## config.mk

```make
export PLATFORM = sky130hd
export DESIGN_NAME = wb_port_arbiter
export DESIGN_NICKNAME = d
export VERILOG_FILES = /design/src/rtl/wb_arb_pkg.sv /design/src/rtl/rr_arbiter.sv /design/src/rtl/wb_port_arbiter.sv
export SDC_FILE = /design/constraint.sdc
export NUM_CORES = 1
export LEC_CHECK = 0
export ABC_CLOCK_PERIOD_IN_PS = 3800
export BUFFER_PORTS_ARGS = -buffer_cell sky130_fd_sc_hd__buf_4
export CORE_AREA = 5 5 112 114
export DETAILED_ROUTE_END_ITERATION = 8
export DIE_AREA = 0 0 117 119
export PLACE_DENSITY = 0.7
export REMOVE_ABC_BUFFERS = 1
export SLEW_MARGIN = 10
export SYNTH_ARGS = -nofsm -noshare
export SYNTH_HDL_FRONTEND = slang
export SYNTH_SLANG_ARGS = --single-unit
```

## constraint.sdc

```tcl
create_clock -name clk -period 3.8 [get_ports clk]
set_clock_uncertainty 0.1 [all_clocks]
set_input_delay 0.19 -clock clk [delete_from_list [all_inputs] [get_ports clk]]
set_output_delay 0.19 -clock clk [all_outputs]
set_load 0.02 [all_outputs]
```

## src/rtl/wb_arb_pkg.sv

```systemverilog
// Shared constants, write-port record types and a population-count helper
// for the register-file writeback arbiter.
package wb_arb_pkg;

    localparam int XLEN    = 64;
    localparam int AW      = 5;
    localparam int MAX_REQ = 8;

    typedef struct packed {
        logic [AW-1:0]   waddr;
        logic [XLEN-1:0] wdata;
    } wb_req_t;

    typedef struct packed {
        logic            wen;
        logic [AW-1:0]   waddr;
        logic [XLEN-1:0] wdata;
    } rf_wr_t;

    function automatic logic [3:0] popcount(input logic [MAX_REQ-1:0] v);
        logic [3:0] c;
        c = '0;
        for (int i = 0; i < MAX_REQ; i++) begin
            c = c + {3'b000, v[i]};
        end
        return c;
    endfunction

endpackage

```

## src/rtl/rr_arbiter.sv

```systemverilog
// Combinational round-robin arbiter: the search starts at ptr and wraps modulo N,
// the first requester found wins. Reusable by any port sharer.
module rr_arbiter #(
    parameter int  N  = 3,
    localparam int PW = (N > 1) ? $clog2(N) : 1
) (
    input  logic [N-1:0]  req,
    input  logic [PW-1:0] ptr,
    input  logic          en,
    output logic [N-1:0]  gnt,
    output logic [PW-1:0] gnt_idx
);

    always_comb begin
        int idx;
        gnt     = '0;
        gnt_idx = '0;
        idx     = 0;
        // Walk from the farthest offset down so the offset closest to ptr overrides.
        if (en) begin
            for (int k = N - 1; k >= 0; k--) begin
                idx = int'(ptr) + k;
                if (idx >= N) begin
                    idx = idx - N;
                end
                if (req[idx]) begin
                    gnt      = '0;
                    gnt[idx] = 1'b1;
                    gnt_idx  = PW'(idx);
                end
            end
        end
    end

endmodule

```

## src/rtl/wb_port_arbiter.sv

```systemverilog
// Shares the register-file write port between NUM_REQ writeback sources with a
// round-robin grant and one registered output stage. Optional macro: WB_ARB_X0_DROP_EN.
module wb_port_arbiter #(
    parameter int  NUM_REQ = 3,
    parameter int  XLEN    = wb_arb_pkg::XLEN,
    parameter int  AW      = wb_arb_pkg::AW,
    localparam int GW      = $clog2(NUM_REQ)
) (
    input  logic                    clk,
    input  logic                    rst,
    input  logic [NUM_REQ-1:0]      req_valid,
    output logic [NUM_REQ-1:0]      req_ready,
    input  logic [NUM_REQ*AW-1:0]   req_waddr,
    input  logic [NUM_REQ*XLEN-1:0] req_wdata,
    input  logic                    wb_hold,
    output logic                    rf_wen,
    output logic [AW-1:0]           rf_waddr,
    output logic [XLEN-1:0]         rf_wdata,
    output logic [GW-1:0]           grant_id,
    output logic [7:0]              busy_cnt
);
    import wb_arb_pkg::*;

    typedef struct packed {
        logic [AW-1:0]   waddr;
        logic [XLEN-1:0] wdata;
    } src_t;

    src_t               src [NUM_REQ];
    src_t               sel;
    logic [NUM_REQ-1:0] gnt;
    logic [GW-1:0]      gnt_idx;
    logic               arb_en;
    logic               fire;
    logic               emit_wen;

    logic               wen_q,   wen_d;
    logic [AW-1:0]      waddr_q, waddr_d;
    logic [XLEN-1:0]    wdata_q, wdata_d;
    logic [GW-1:0]      gid_q,   gid_d;
    logic [GW-1:0]      ptr_q,   ptr_d;
    logic [7:0]         busy_q,  busy_d;

    generate
        for (genvar gi = 0; gi < NUM_REQ; gi++) begin : g_unpack
            assign src[gi] = {req_waddr[gi*AW +: AW], req_wdata[gi*XLEN +: XLEN]};
        end
    endgenerate

    assign arb_en = !wb_hold && !rst;

    rr_arbiter #(.N(NUM_REQ)) u_rr (
        .req     (req_valid),
        .ptr     (ptr_q),
        .en      (arb_en),
        .gnt     (gnt),
        .gnt_idx (gnt_idx)
    );

    assign req_ready = gnt;
    assign fire      = |gnt;
    assign sel       = src[gnt_idx];

`ifdef WB_ARB_X0_DROP_EN
    // x0 writes still complete the handshake but never reach the regfile or bypass.
    assign emit_wen = fire && (sel.waddr != '0);
`else
    assign emit_wen = fire;
`endif

    always_comb begin
        wen_d   = emit_wen;
        waddr_d = waddr_q;
        wdata_d = wdata_q;
        gid_d   = gid_q;
        ptr_d   = ptr_q;
        busy_d  = busy_q;
        if (fire) begin
            waddr_d = sel.waddr;
            wdata_d = sel.wdata;
            gid_d   = gnt_idx;
            ptr_d   = (gnt_idx == GW'(NUM_REQ - 1)) ? '0 : gnt_idx + 1'b1;
        end
        if ((popcount(MAX_REQ'(req_valid)) >= 4'd2) && !wb_hold && (busy_q != 8'hFF)) begin
            busy_d = busy_q + 8'd1;
        end
    end

    always_ff @(posedge clk) begin
        if (rst) begin
            wen_q   <= 1'b0;
            waddr_q <= '0;
            wdata_q <= '0;
            gid_q   <= '0;
            ptr_q   <= '0;
            busy_q  <= '0;
        end else begin
            wen_q   <= wen_d;
            waddr_q <= waddr_d;
            wdata_q <= wdata_d;
            gid_q   <= gid_d;
            ptr_q   <= ptr_d;
            busy_q  <= busy_d;
        end
    end

    assign rf_wen   = wen_q;
    assign rf_waddr = waddr_q;
    assign rf_wdata = wdata_q;
    assign grant_id = gid_q;
    assign busy_cnt = busy_q;

endmodule

```

==> out/results.tsv, run 1 <==
stage	metric	value	unit
outcome	outcome	finished, final reports clean	
clock_network	clock-pin slew on the worst setup and hold paths	0.06	ns
clock_network	Post-CTS Setup Bufs	0	
layout	footprint of the multi-input gates	1910	um^2
hold_path	Cells on Worst Hold Path	2	
grt	initial antenna violation count	0	
power	Total Power	0.00247	W
power	Clk network pwr share	34.4	%
worst_setup_path	CP max FO	69	
placed_design	DPL Wire Length	11.4	mm
worst_setup_path	Setup crit start kind	flip-flop	
yosys	EDFF count, synth	0	
drt	total number of vias	4697	
drt	1st-pass router iterations	7	
clock_network	CTS buffer count	9	
worst_setup_path	CP delay by family, top	simple AND/OR/NAND/NOR gates	
clock_network	CTS resizes	0	
drt	Routed WL	15.3	mm
layout	fin nets	902	
power	Gate power share	26.6	%
yosys	register bit total from synthesis	82	
placed_design	DP Cell Count	817	
layout	Fill cells	1046	
drt	Avg WL per Cell	18.4	um
drt	routed length on met2	7.58	mm
worst_setup_path	cells on worst reg2reg path	7	
drt	met1 WL	5.60	mm
power	P_leak	2.99	nW
grt	first-pass GRT wire length	22.6	mm
yosys	largest cells by area after synthesis	dfxtp_1 43%, a222oi_1 18%, a21oi_1 9.8%, o21ai_0 9.8%, clkbuf_1 3.1%	
yosys	Synth cell types	41	
sta	RSZ-0062 raised after global routing	false	
clock_network	CTS Hold Buffers Added	0	
worst_setup_path	Critical Path RT	3.87	ns
sta	Setup Viol. Count Final	0	
clock_network	CTS sink count	82	
worst_setup_path	max incr delay on CP	0.80	ns
grt	total gr overflow	0	
drt	routed wl met3	1.59	mm
sta	fmax	0.353	GHz
yosys	cell area after synthesis	3790	um^2
floorplan	Die ar.	13900	um^2
hold_path	Hold Path Class	in -> reg	
sta	final hold vios	0	
drt	Initial DRC Count	463	
layout	area grow syn2layout	66.7	%
sta	Final Critical Period	2.83	ns
floorplan	Chip Width	117	um
floorplan	I/O pins	296	
placed_design	Final GP Congestion	0.823	
yosys	Syn Inst Count	422	
yosys	leading area contributor after synthesis	dfxtp_1	
clock_network	CTS tree	yes	
sta	worst-margin pin slew	0.941	ns
layout	register area	1640	um^2
worst_setup_path	CP bufs+invs	1	
worst_setup_path	CP arrival	2.91	ns
yosys	share of flip-flops with an asynchronous set or reset	0	%
clock_network	H-tree Lvls	3	
yosys	post-synthesis sequential area ratio	43.3	%
worst_setup_path	cell chain of the critical path	inv_1 -> ha_1 -> and2b_1 -> o21ai_2 -> or4_4 -> a222oi_1 -> a21oi_1	
yosys	Avg Cell Area, Syn	8.99	um^2
power	maximum vdd drop	0.231	mV
floorplan	FP Rows	39	
power	Pwr Density	391	nW/um^2
sta	Rel. slew slack	37.1	%
placed_design	PortBufs	295	
yosys	Synth Flop Type	dfxtp_1	
sta	fin crit share	74.5	%
clock_network	Root Buffer	clkbuf_16	
drt	drt drc	0	
grt	via count of the first global-routing pass	4524	
layout	# diodes	0	
yosys	Synth Warn #	0	
worst_setup_path	critical path depth	7	
drt	via-per-instance ratio	5.65	
yosys	area share of the largest cell type after synthesis	43.3	%
power	NetSw	0.000694	W
worst_setup_path	Worst setup EP type	flip-flop	
clock_network	clk_lat worst skew	0.33	ns
sta	Final Max Slew Viols	0	
grt	GRT Util Overall	20.2	%
floorplan	core footprint	11300	um^2
worst_setup_path	Setup CP Type	reg -> reg	
worst_setup_path	Critical Path Slowest Stage Cell	or4_4	
layout	final non-filler cell total	832	
drt	antenna-violating nets left	0	
layout	share of layout cells above drive strength 1	47.2	%
power	sw frac	28.1	%
floorplan	Die H	119	um
power	share of power burned in registers	39.0	%
grt	largest net degree at the start of global routing	91	
run	max-cap viol count	0	
power	Int Power	0.00178	W
floorplan	Starting Density	33.5	%
clock_network	clock buffer depth	2	
drt	DR top layer	met4	
[flip-flops by register name (all words and copies together) (netlist names)]
signal and flops:
rf_wdata 64, rf_wen 1, grant_id 2, ptr_q 2
rf_waddr 5, busy_cnt 8
[cell usage in the layout, fill, tap and decap left out, types with 2 or more instances in the layout]
cell and count:
a21oi_1 73, a222oi_1 69, a31oi_1 2, buf_4 300
clkbuf_1 2, clkbuf_16 9, clkinv_2 2, dfxtp_1 82
ha_1 4, inv_1 9, nand2_1 5, nand2b_1 3
nand3_1 2, nand4_1 2, nor2_1 12, nor3_1 3
o211ai_1 2, o21ai_0 74, o221a_2 2, xor2_1 6
[kinds of logic (layout without fill, tap and decap cells)]
group	count (synthesis)	after routing	synth area share, %
XOR/XNOR	7	7	1.62
adder cells (fa/ha/maj)	5	5	1.62
multiplexers	1	1	0.264
flip-flops	82	82	43.3
AND/OR/NAND/NOR	38	38	5.28
buffers and inverters	59	326	7.22
AO/OA/AOI/OAI	230	230	40.7
[power groups by stage]
stage	sequential [W]	clock (W)	combinational, W
floorplan	0.00106	0	0.000215
global placement	0.000979	0	0.000645
detailed placement	0.000982	0	0.000659
CTS	0.000965	0.000875	0.000660
global route	0.000972	0.000909	0.000707
finish	0.000964	0.000851	0.000656
[per-layer routing]
layer / up-vias / GRT usage [%]
met4: 0 / 9.53
li1: 2231 / -
met1: 2165 / 23.1
met3: 31 / 4.56
met2: 270 / 35.1
met5: - / 0
[stage by stage]
| step | hold slack (ns) | utilization [%] | cell area, um^2 | TNS, ns | setup slack, ns |
|---|---|---|---|---|---|
| 3_3_place_gp | 0.348 | 53.3 | 6040 | 0 | 1.16 |
| 3_5_place_dp | 0.353 | 53.3 | 6040 | 0 | 1.05 |
| 2_1_floorplan | 0.159 | - | 3560 | -133.50 | -1.83 |
| 4_1_cts | 0.0182 | 55.9 | 6320 | 0 | 0.968 |
| 5_1_grt | 0.0344 | 55.9 | 6320 | 0 | 0.792 |
| 6_report | 0.0258 | 55.9 | 6320 | 0 | 0.967 |
[worst paths after layout]
path	start	end	slack, ns
setup / recovery	ptr_q[0]	rf_wdata[39]	0.97
hold / removal	rst	ptr_q[1]	0.03
setup reg to reg	ptr_q[0]	rf_wdata[39]	0.97
hold reg to reg	grant_id[1]	grant_id[1]	0.36
[Yosys cell counts (2+ instances only)]
library cell / n
buf_6: 3
inv_1: 10
ha_1: 4
nand4_1: 2
dfxtp_1: 82
o21ai_0: 74
a31oi_1: 2
xor2_1: 6
nor2_1: 13
nand2_1: 5
nand3_1: 2
nor3_1: 3
a222oi_1: 69
nand2b_1: 3
buf_4: 5
clkbuf_1: 31
a21oi_1: 74
o221a_2: 2
o211ai_1: 2
buf_2: 9
[layout make-up]
type                    count  share of cell area [%]
repair buffers            301                    35.9
multi-input cells         281                    30.2
flip-flops and latches     82                    26.0
clock buffers              12                    3.90
well taps                 143                    2.83
clock inverters             3                   0.633
inverters                  10                   0.593
(Power assumes the default switching activity.)
==> inputs of run 2 (changes only) <==
ABC_AREA = 1   (was default)
ABC_CLOCK_PERIOD_IN_PS = 2950   (was 3800)
CORE_AREA = default   (was 5 5 112 114)
CORE_MARGIN = 5   (was default)
CORE_UTILIZATION = 45   (was default)
DIE_AREA = default   (was 0 0 117 119)
PLACE_DENSITY = 0.82   (was 0.7)
clock period = 2.95 ns   (was 3.8 ns; I/O delays follow)
==> run 2 against run 1 <==
Area after synthesis is 35% higher. Routed wire length is 9.5% higher. Core utilization is 13 points higher. Sequential share of layout area is 4.9 points lower. Total power is 76% higher. Synthesized cell count is 120% higher. Sequential power is 42% higher. Register-to-register slack worse by 0.60 ns. Critical path type is now reg -> out. Critical endpoint is now req_ready[2]. Largest cell class is now multi-input combinational cells.
==> out/results.tsv, run 2 <==
stage	metric	value	unit	change
outcome	outcome	finished, final reports clean		
grt	total gr overflow	0		unchanged
grt	GRT Util Overall	23.6	%	+3.4 points
power	Pwr Density	559	nW/um^2	+43%
worst_setup_path	Worst R2R Setup Slack	0.37	ns	-0.60 ns
worst_setup_path	CP startpoint	ptr_q[0]		
drt	Initial DRC Count	436		-5.8%
layout	leading cell types in the layout, fill and taps excluded	306 x nand2_1, 297 x buf_4, 284 x nor2_1, 87 x inv_1, 82 x dfxtp_1		
layout	area grow syn2layout	52.0	%	
floorplan	core footprint	11300	um^2	-0.43%
power	Total Power	0.00436	W	+76%
worst_setup_path	Critical R2R Launch	ptr_q[0]		
drt	drt drc	0		unchanged
yosys	Post-Synth Adder-Cell Area	0.976	%	-0.64 points
floorplan	Die H	117	um	-1.9%
drt	total number of vias	6218		+32%
yosys	largest cells by area after synthesis	dfxtp_1 32%, nand2_1 22%, nor2_1 21%, inv_1 6.4%, o21ai_0 5.7%		
grt	first-pass GRT wire length	25.7	mm	+14%
sta	Final Critical Period	2.69	ns	
clock_network	H-tree Lvls	3		unchanged
sta	RSZ-0062 raised after global routing	false		
floorplan	Die ar.	13600	um^2	-2.1%
yosys	register bit total from synthesis	82		unchanged
layout	most common cell after layout, fill and taps aside	nand2_1		
yosys	share of flip-flops with an asynchronous set or reset	0	%	unchanged
yosys	simple-gate share of the synthesized area	45.5	%	+40 points
floorplan	FP Rows	39		unchanged
worst_setup_path	Setup crit start kind	flip-flop		
yosys	leading area contributor after synthesis	dfxtp_1		
sta	Final Max Slew Viols	0		unchanged
sta	final hold vios	0		unchanged
worst_setup_path	Setup CP Type	reg -> out		
sta	Setup WS post-layout	0.264	ns	-0.704 ns
clock_network	CTS buffer count	9		unchanged
yosys	Synth Flop Type	dfxtp_1		
yosys	multiplexer share of the synthesized area	0	%	-0.26 points
yosys	Synth cell types	21		-49%
layout	share of layout cells above drive strength 1	27.4	%	-20 points
sta	fmax	0.372	GHz	
run	max-cap viol count	0		unchanged
clock_network	CTS sink count	82		unchanged
placed_design	PortBufs	295		unchanged
floorplan	Chip Width	117	um	-0.21%
yosys	Synth Area in XOR/XNOR	0	%	-1.6 points
yosys	cell area after synthesis	5130	um^2	+35%
floorplan	Starting Density	45.5	%	+12 points
drt	1st-pass router iterations	5		-2
sta	fin crit share	91.1	%	
yosys	Synth Warn #	0		unchanged
yosys	largest family of logic cells by synthesized area	simple AND/OR/NAND/NOR gates		
sta	Fin Setup TNS	0	ns	unchanged
yosys	top cells by count, synth	307 x nand2_1, 284 x nor2_1, 88 x inv_1		
yosys	Avg Cell Area, Syn	5.50	um^2	-39%
placed_design	Final GP Congestion	0.802		-2.5%
floorplan	I/O pins	296		unchanged
grt	initial antenna violation count	0		unchanged
layout	Largest register FFs	64		unchanged
yosys	post-synthesis sequential area ratio	32.0	%	-11 points
yosys	area share of the largest cell type after synthesis	32.0	%	-11 points
drt	antenna-violating nets left	0		unchanged
layout	fin nets	1413		+57%
sta	worst-margin pin slew	0.600	ns	-0.342 ns
drt	Routed WL	16.7	mm	+9.5%
clock_network	clock buffer depth	2		unchanged
yosys	cell with the most instances after synthesis	nand2_1		
grt	via count of the first global-routing pass	5436		+20%
placed_design	pre-CTS setup slack	0.279	ns	-0.768 ns
clock_network	clock-pin slew on the worst setup and hold paths	0.06	ns	about the same
worst_setup_path	Worst setup EP type	output pin		
worst_setup_path	Critical Path RT	2.70	ns	-1.17 ns
clock_network	clk_lat worst skew	0.32	ns	about the same
worst_setup_path	cells on worst reg2reg path	13		+6
hold_path	Hold Path Class	in -> reg		
yosys	Synth Area in Compound Gates	8.81	%	-32 points
power	P_leak	4.44	nW	+49%
sta	Setup Viol. Count Final	0		unchanged
drt	via-per-instance ratio	4.63		-18%
placed_design	DPL Wire Length	12.4	mm	+8.7%
yosys	EDFF count, synth	0		unchanged
layout	# diodes	0		unchanged
worst_setup_path	RR Endpoint	rf_wdata[27]		
worst_setup_path	CP arrival	2.44	ns	-0.47 ns
clock_network	CTS tree	yes		
clock_network	Root Buffer	clkbuf_16		
sta	Rel. slew slack	60.0	%	+23 points
yosys	Syn Inst Count	933		+120%
layout	Fill cells	1034		-1.1%
worst_setup_path	CP endpoint	req_ready[2]		
grt	largest net degree at the start of global routing	142		+56%
power	maximum vdd drop	0.325	mV	+41%
drt	Avg WL per Cell	12.5	um	-32%
worst_setup_path	CP max FO	141		+100%
[run 2: how the worst min path moves through the flow]
stage              endpoint  depth (start not counted)     startpoint
2_1_floorplan   grant_id[0]                          1            rst
3_3_place_gp    grant_id[0]                          2            rst
3_5_place_dp       ptr_q[1]                          2            rst
4_1_cts         rf_wdata[2]                          5  req_wdata[66]
5_1_grt        rf_wdata[16]                          5  req_wdata[80]
6_report        rf_waddr[2]                          5   req_waddr[7]
[run 2: what timing repair did]
action / 4_1_cts / 5_1_grt
hold endpoints to repair: 4 / 0
hold buffers: 1 / 0
setup buffers: 0 / 0
setup endpoints to repair: 0 / 2
gates resized for setup: 0 / 1
[run 2: cell type report]
cell class	count	area [um^2]	area share, %
multi-input combinational	704	2850	36.6
sequential	82	1640	21.1
tap	143	179	2.30
clock buffer	11	233	2.99
clock inverter	5	150	1.93
inverter	93	349	4.48
timing repair buffer	306	2390	30.7
[run 2: worst max-delay path, stage by stage (launching register included)]
cell and delay (ns):
dfxtp_1 0.33, inv_1 0.06, ha_1 0.37, inv_2 0.10, nand2_1 0.05, nand3_1 0.10, nand2_1 0.08, nand2_1 0.06
nand3_1 0.11, nand3_4 0.11, buf_12 0.42, inv_1 0.08, buf_4 0.17
[run 2: through the flow]
stage                     area, um^2  cells  util (%)  hold slack [ns]
after floorplan                 4820    879         -            0.117
after global placement          7400   1327      65.6            0.263
after detailed placement        7400   1327      65.6            0.264
after CTS                       7790   1344      69.1           0.0143
after global routing            7790   1344      69.2           0.0355
final                           7790   1344      69.2           0.0218
[run 2: cells by family (layout without fill, tap and decap cells)]
kind of cell             count (synthesis)  in the layout
AO/OA/AOI/OAI                           89             89
buffers and inverters                  147            415
adder cells (fa/ha/maj)                  4              4
AND/OR/NAND/NOR                        611            611
flip-flops                              82             82
[run 2: power by group]
| part | total (W) | internal (W) | switching, W |
|---|---|---|---|
| sequential | 0.00137 | 0.00128 | 0.0000866 |
| clock | 0.00143 | 0.000999 | 0.000433 |
| combinational | 0.00155 | 0.000681 | 0.000873 |
[run 2: metal layers]
metal / global-route usage [%] / wire (um) / up-vias
met2: 42.3 / 8540 / 213
met5: 0 / 0 / -
met4: 5.43 / 268 / 0
met1: 27.6 / 6420 / 2681
met3: 7.15 / 1510 / 17
li1: - / - / 3307
==> inputs of run 3 (changes only) <==
CORE_AREA = 5 5 113 115   (was default)
CORE_MARGIN = default   (was 5)
CORE_UTILIZATION = default   (was 45)
DIE_AREA = 0 0 118 120   (was default)
PLACE_DENSITY = 0.76   (was 0.82)
SYNTH_HIERARCHICAL = 1   (was default)
==> run 3 against run 2 <==
Critical path depth rose by 3. Largest cell class is now buffers. Via count rose by 9.6%. Sequential power rose by 4%. Final area rose by 9.7%. Area after synthesis fell by 11%. Highest routed layer unchanged. Global-route usage rose by 5.0 points. Synthesized cell count fell by 20%. Hold slack got worse by 0.012 ns.
==> out/results.tsv, run 3 <==
stage	metric	value	unit	change
outcome	outcome	finished, final reports clean		
grt	largest net degree at the start of global routing	77		-46%
sta	final hold vios	0		unchanged
hold_path	hold_sp	req_wdata[174]		
layout	Fill cells	851		-18%
layout	Largest register FFs	64		unchanged
sta	Final Critical Period	2.62	ns	-0.0700 ns
worst_setup_path	RR Endpoint	rf_wdata[43]		
placed_design	PortBufs	295		unchanged
layout	area grow syn2layout	87.3	%	
yosys	share of flip-flops with an asynchronous set or reset	0	%	unchanged
yosys	Syn Inst Count	748		-20%
drt	routed length on met2	10.4	mm	+22%
drt	1st-pass router iterations	8		+3
clock_network	clock-pin slew on the worst setup and hold paths	0.07	ns	about the same
floorplan	core footprint	11700	um^2	+3.9%
layout	Final Util	73.0	%	+3.8 points
drt	antenna-violating nets left	0		unchanged
drt	DR top layer	met4		
hold_path	worst hold endpoint	rf_wdata[46]		
placed_design	Final GP Congestion	0.878		+9.4%
sta	Rel. slew slack	64.2	%	+4.2 points
floorplan	Starting Density	39.0	%	-6.5 points
grt	total gr overflow	0		unchanged
worst_setup_path	Worst R2R Setup Slack	0.33	ns	-0.04 ns
worst_setup_path	Critical Path RT	3.09	ns	+0.39 ns
clock_network	CTS buffer count	9		unchanged
sta	worst-margin pin slew	0.537	ns	-0.0624 ns
hold_path	Hold Path Class	in -> reg		
floorplan	Die ar.	14200	um^2	+3.9%
yosys	top cells by count, synth	310 x nand2_1, 86 x inv_1, 82 x dfxtp_1		
clock_network	Post-CTS Setup Bufs	0		unchanged
grt	GRT Util Overall	28.6	%	+5.0 points
yosys	Avg Cell Area, Syn	6.10	um^2	+11%
floorplan	I/O pins	296		unchanged
layout	final instance area	8550	um^2	+9.7%
drt	routed wl met3	1.78	mm	+17%
clock_network	CTS resizes	0		unchanged
worst_setup_path	Setup crit start kind	flip-flop		
clock_network	Root Buffer	clkbuf_16		
clock_network	H-tree Lvls	3		unchanged
yosys	Synth Warn #	6		+6
worst_setup_path	Setup CP Type	reg -> reg		
drt	via-per-instance ratio	5.22		+13%
drt	Routed WL	21.6	mm	+29%
hold_path	Cells on Worst Hold Path	3		-2
layout	leading cell types in the layout, fill and taps excluded	309 x nand2_1, 301 x buf_4, 131 x dlygate4sd3_1, 85 x inv_1, 82 x dfxtp_1		
clock_network	clk_lat worst skew	0.33	ns	about the same
yosys	cell area after synthesis	4560	um^2	-11%
yosys	area share of the largest cell type after synthesis	36.0	%	+4.0 points
sta	fin crit share	88.7	%	-2.4 points
grt	initial antenna violation count	1		+1
yosys	leading area contributor after synthesis	dfxtp_1		
clock_network	clock buffer depth	2		unchanged
grt	via count of the first global-routing pass	6670		+23%
power	maximum vdd drop	0.278	mV	-14%
sta	RSZ-0062 raised after global routing	false		
worst_setup_path	Worst setup EP type	flip-flop		
drt	drt drc	0		unchanged
floorplan	Chip Width	118	um	+1.1%
clock_network	CTS Hold Buffers Added	131		+130
sta	Setup Viol. Count Final	0		unchanged
worst_setup_path	CP arrival	2.76	ns	+0.32 ns
clock_network	CTS sink count	82		unchanged
yosys	largest cells by area after synthesis	dfxtp_1 36%, nand2_1 25%, a31oi_1 8.9%, o21ai_0 7.9%, inv_1 7.1%		
worst_setup_path	CP max FO	36		-74%
clock_network	CTS tree	yes		
yosys	post-synthesis sequential area ratio	36.0	%	+4.0 points
sta	Final Max Slew Viols	0		unchanged
drt	Initial DRC Count	677		+55%
placed_design	DPL Wire Length	13.2	mm	+6.0%
worst_setup_path	Critical R2R Launch	ptr_q[0]		
sta	WHS	0.00941	ns	-0.0124 ns
run	max-cap viol count	0		unchanged
worst_setup_path	cells on worst reg2reg path	15		+2
layout	share of layout cells above drive strength 1	29.0	%	+1.6 points
floorplan	Die H	120	um	+2.8%
yosys	EDFF count, synth	0		unchanged
yosys	register bit total from synthesis	82		unchanged
power	Total Power	0.00454	W	+4.3%
floorplan	FP Rows	40		+2.6%
yosys	Synth Flop Type	dfxtp_1		
sta	fmax	0.382	GHz	+2.7%
drt	Avg WL per Cell	16.6	um	+33%
power	Pwr Density	531	nW/um^2	-4.9%
power	P_leak	4.42	nW	-0.50%
layout	most common cell after layout, fill and taps aside	nand2_1		
placed_design	area of placed instances	6930	um^2	-6.4%
yosys	cell with the most instances after synthesis	nand2_1		
drt	met1 WL	7.63	mm	+19%
grt	first-pass GRT wire length	33.2	mm	+29%
drt	total number of vias	6815		+9.6%
sta	Setup WS post-layout	0.334	ns	+0.0700 ns
yosys	Synth cell types	22		+4.8%
layout	fin nets	1369		-3.1%
placed_design	pre-CTS setup slack	0.463	ns	+0.184 ns
run 3: changes by cell type in the layout (fill, tap and decap cells not counted), moves of 14 or more:
cell	previous run	this run
nand3_1	15	34
a31oi_1	0	65
nor2_1	284	24
o21ai_0	58	72
o21ai_1	20	2
dlygate4sd3_1	1	131
run 3: routing by layer:
layer	global-route usage, %	up-vias
met5	0	-
met4	21.6	0
met3	7.68	133
met2	47.9	440
met1	30.9	3049
li1	-	3193
run 3: cell families after synthesis:
group | Yosys count | share of synthesized area [%]
XOR/XNOR | 1 | 0.192
buffers and inverters | 133 | 11.7
AND/OR/NAND/NOR | 379 | 32.8
AO/OA/AOI/OAI | 149 | 18.2
flip-flops | 82 | 36.0
adder cells (fa/ha/maj) | 4 | 1.10
run 3: worst max path at each step:
| stage | start | to | slack [ns] | cells past startpoint |
|---|---|---|---|---|
| floorplan | ptr_q[0] | rf_wdata[0] | -1.69 | 15 |
| global placement | ptr_q[0] | rf_wdata[61] | 0.56 | 15 |
| detailed placement | ptr_q[0] | rf_wdata[50] | 0.46 | 15 |
| CTS | ptr_q[0] | rf_wdata[46] | 0.42 | 15 |
| global route | ptr_q[0] | rf_waddr[2] | 0.15 | 15 |
| finish | ptr_q[0] | rf_wdata[43] | 0.33 | 15 |
run 3: worst max-delay path, stage by stage (launching register included):
cell     delay, ns
dfxtp_1       0.36
inv_1         0.06
ha_1          0.35
inv_2         0.11
nand2_1       0.07
o21ai_0       0.16
nand2_1       0.07
nand2_1       0.06
nand2_1       0.06
nor2_1        0.10
buf_4         0.15
inv_2         0.05
nor2_4        0.08
buf_4         0.38
nand2_1       0.13
a31oi_1       0.23
run 3: final cells by class:
type                       count  area (um^2)  share of cell area (%)
antenna                        1         2.50                  0.0293
clock buffer                  12          256                    3.00
clock inverter                 4         50.0                   0.585
inverter                      89          334                    3.91
multi-input combinational    533         2410                    28.2
sequential                    82         1640                    19.2
tap                          147          184                    2.15
timing repair buffer         437         3670                    42.9
run 3: power breakdown:
group / internal [W] / total [W] / switching, W
sequential: 0.00132 / 0.00143 / 0.000114
combinational: 0.000832 / 0.00194 / 0.00111
clock: 0.000702 / 0.00116 / 0.000463
total: 0.00285 / 0.00454 / 0.00169
run 3: metrics by stage:
step | std cells | setup TNS [ns]
2_1_floorplan | 704 | -80.43
3_3_place_gp | 1157 | 0
3_5_place_dp | 1157 | 0
4_1_cts | 1304 | 0
5_1_grt | 1305 | 0
6_report | 1305 | 0
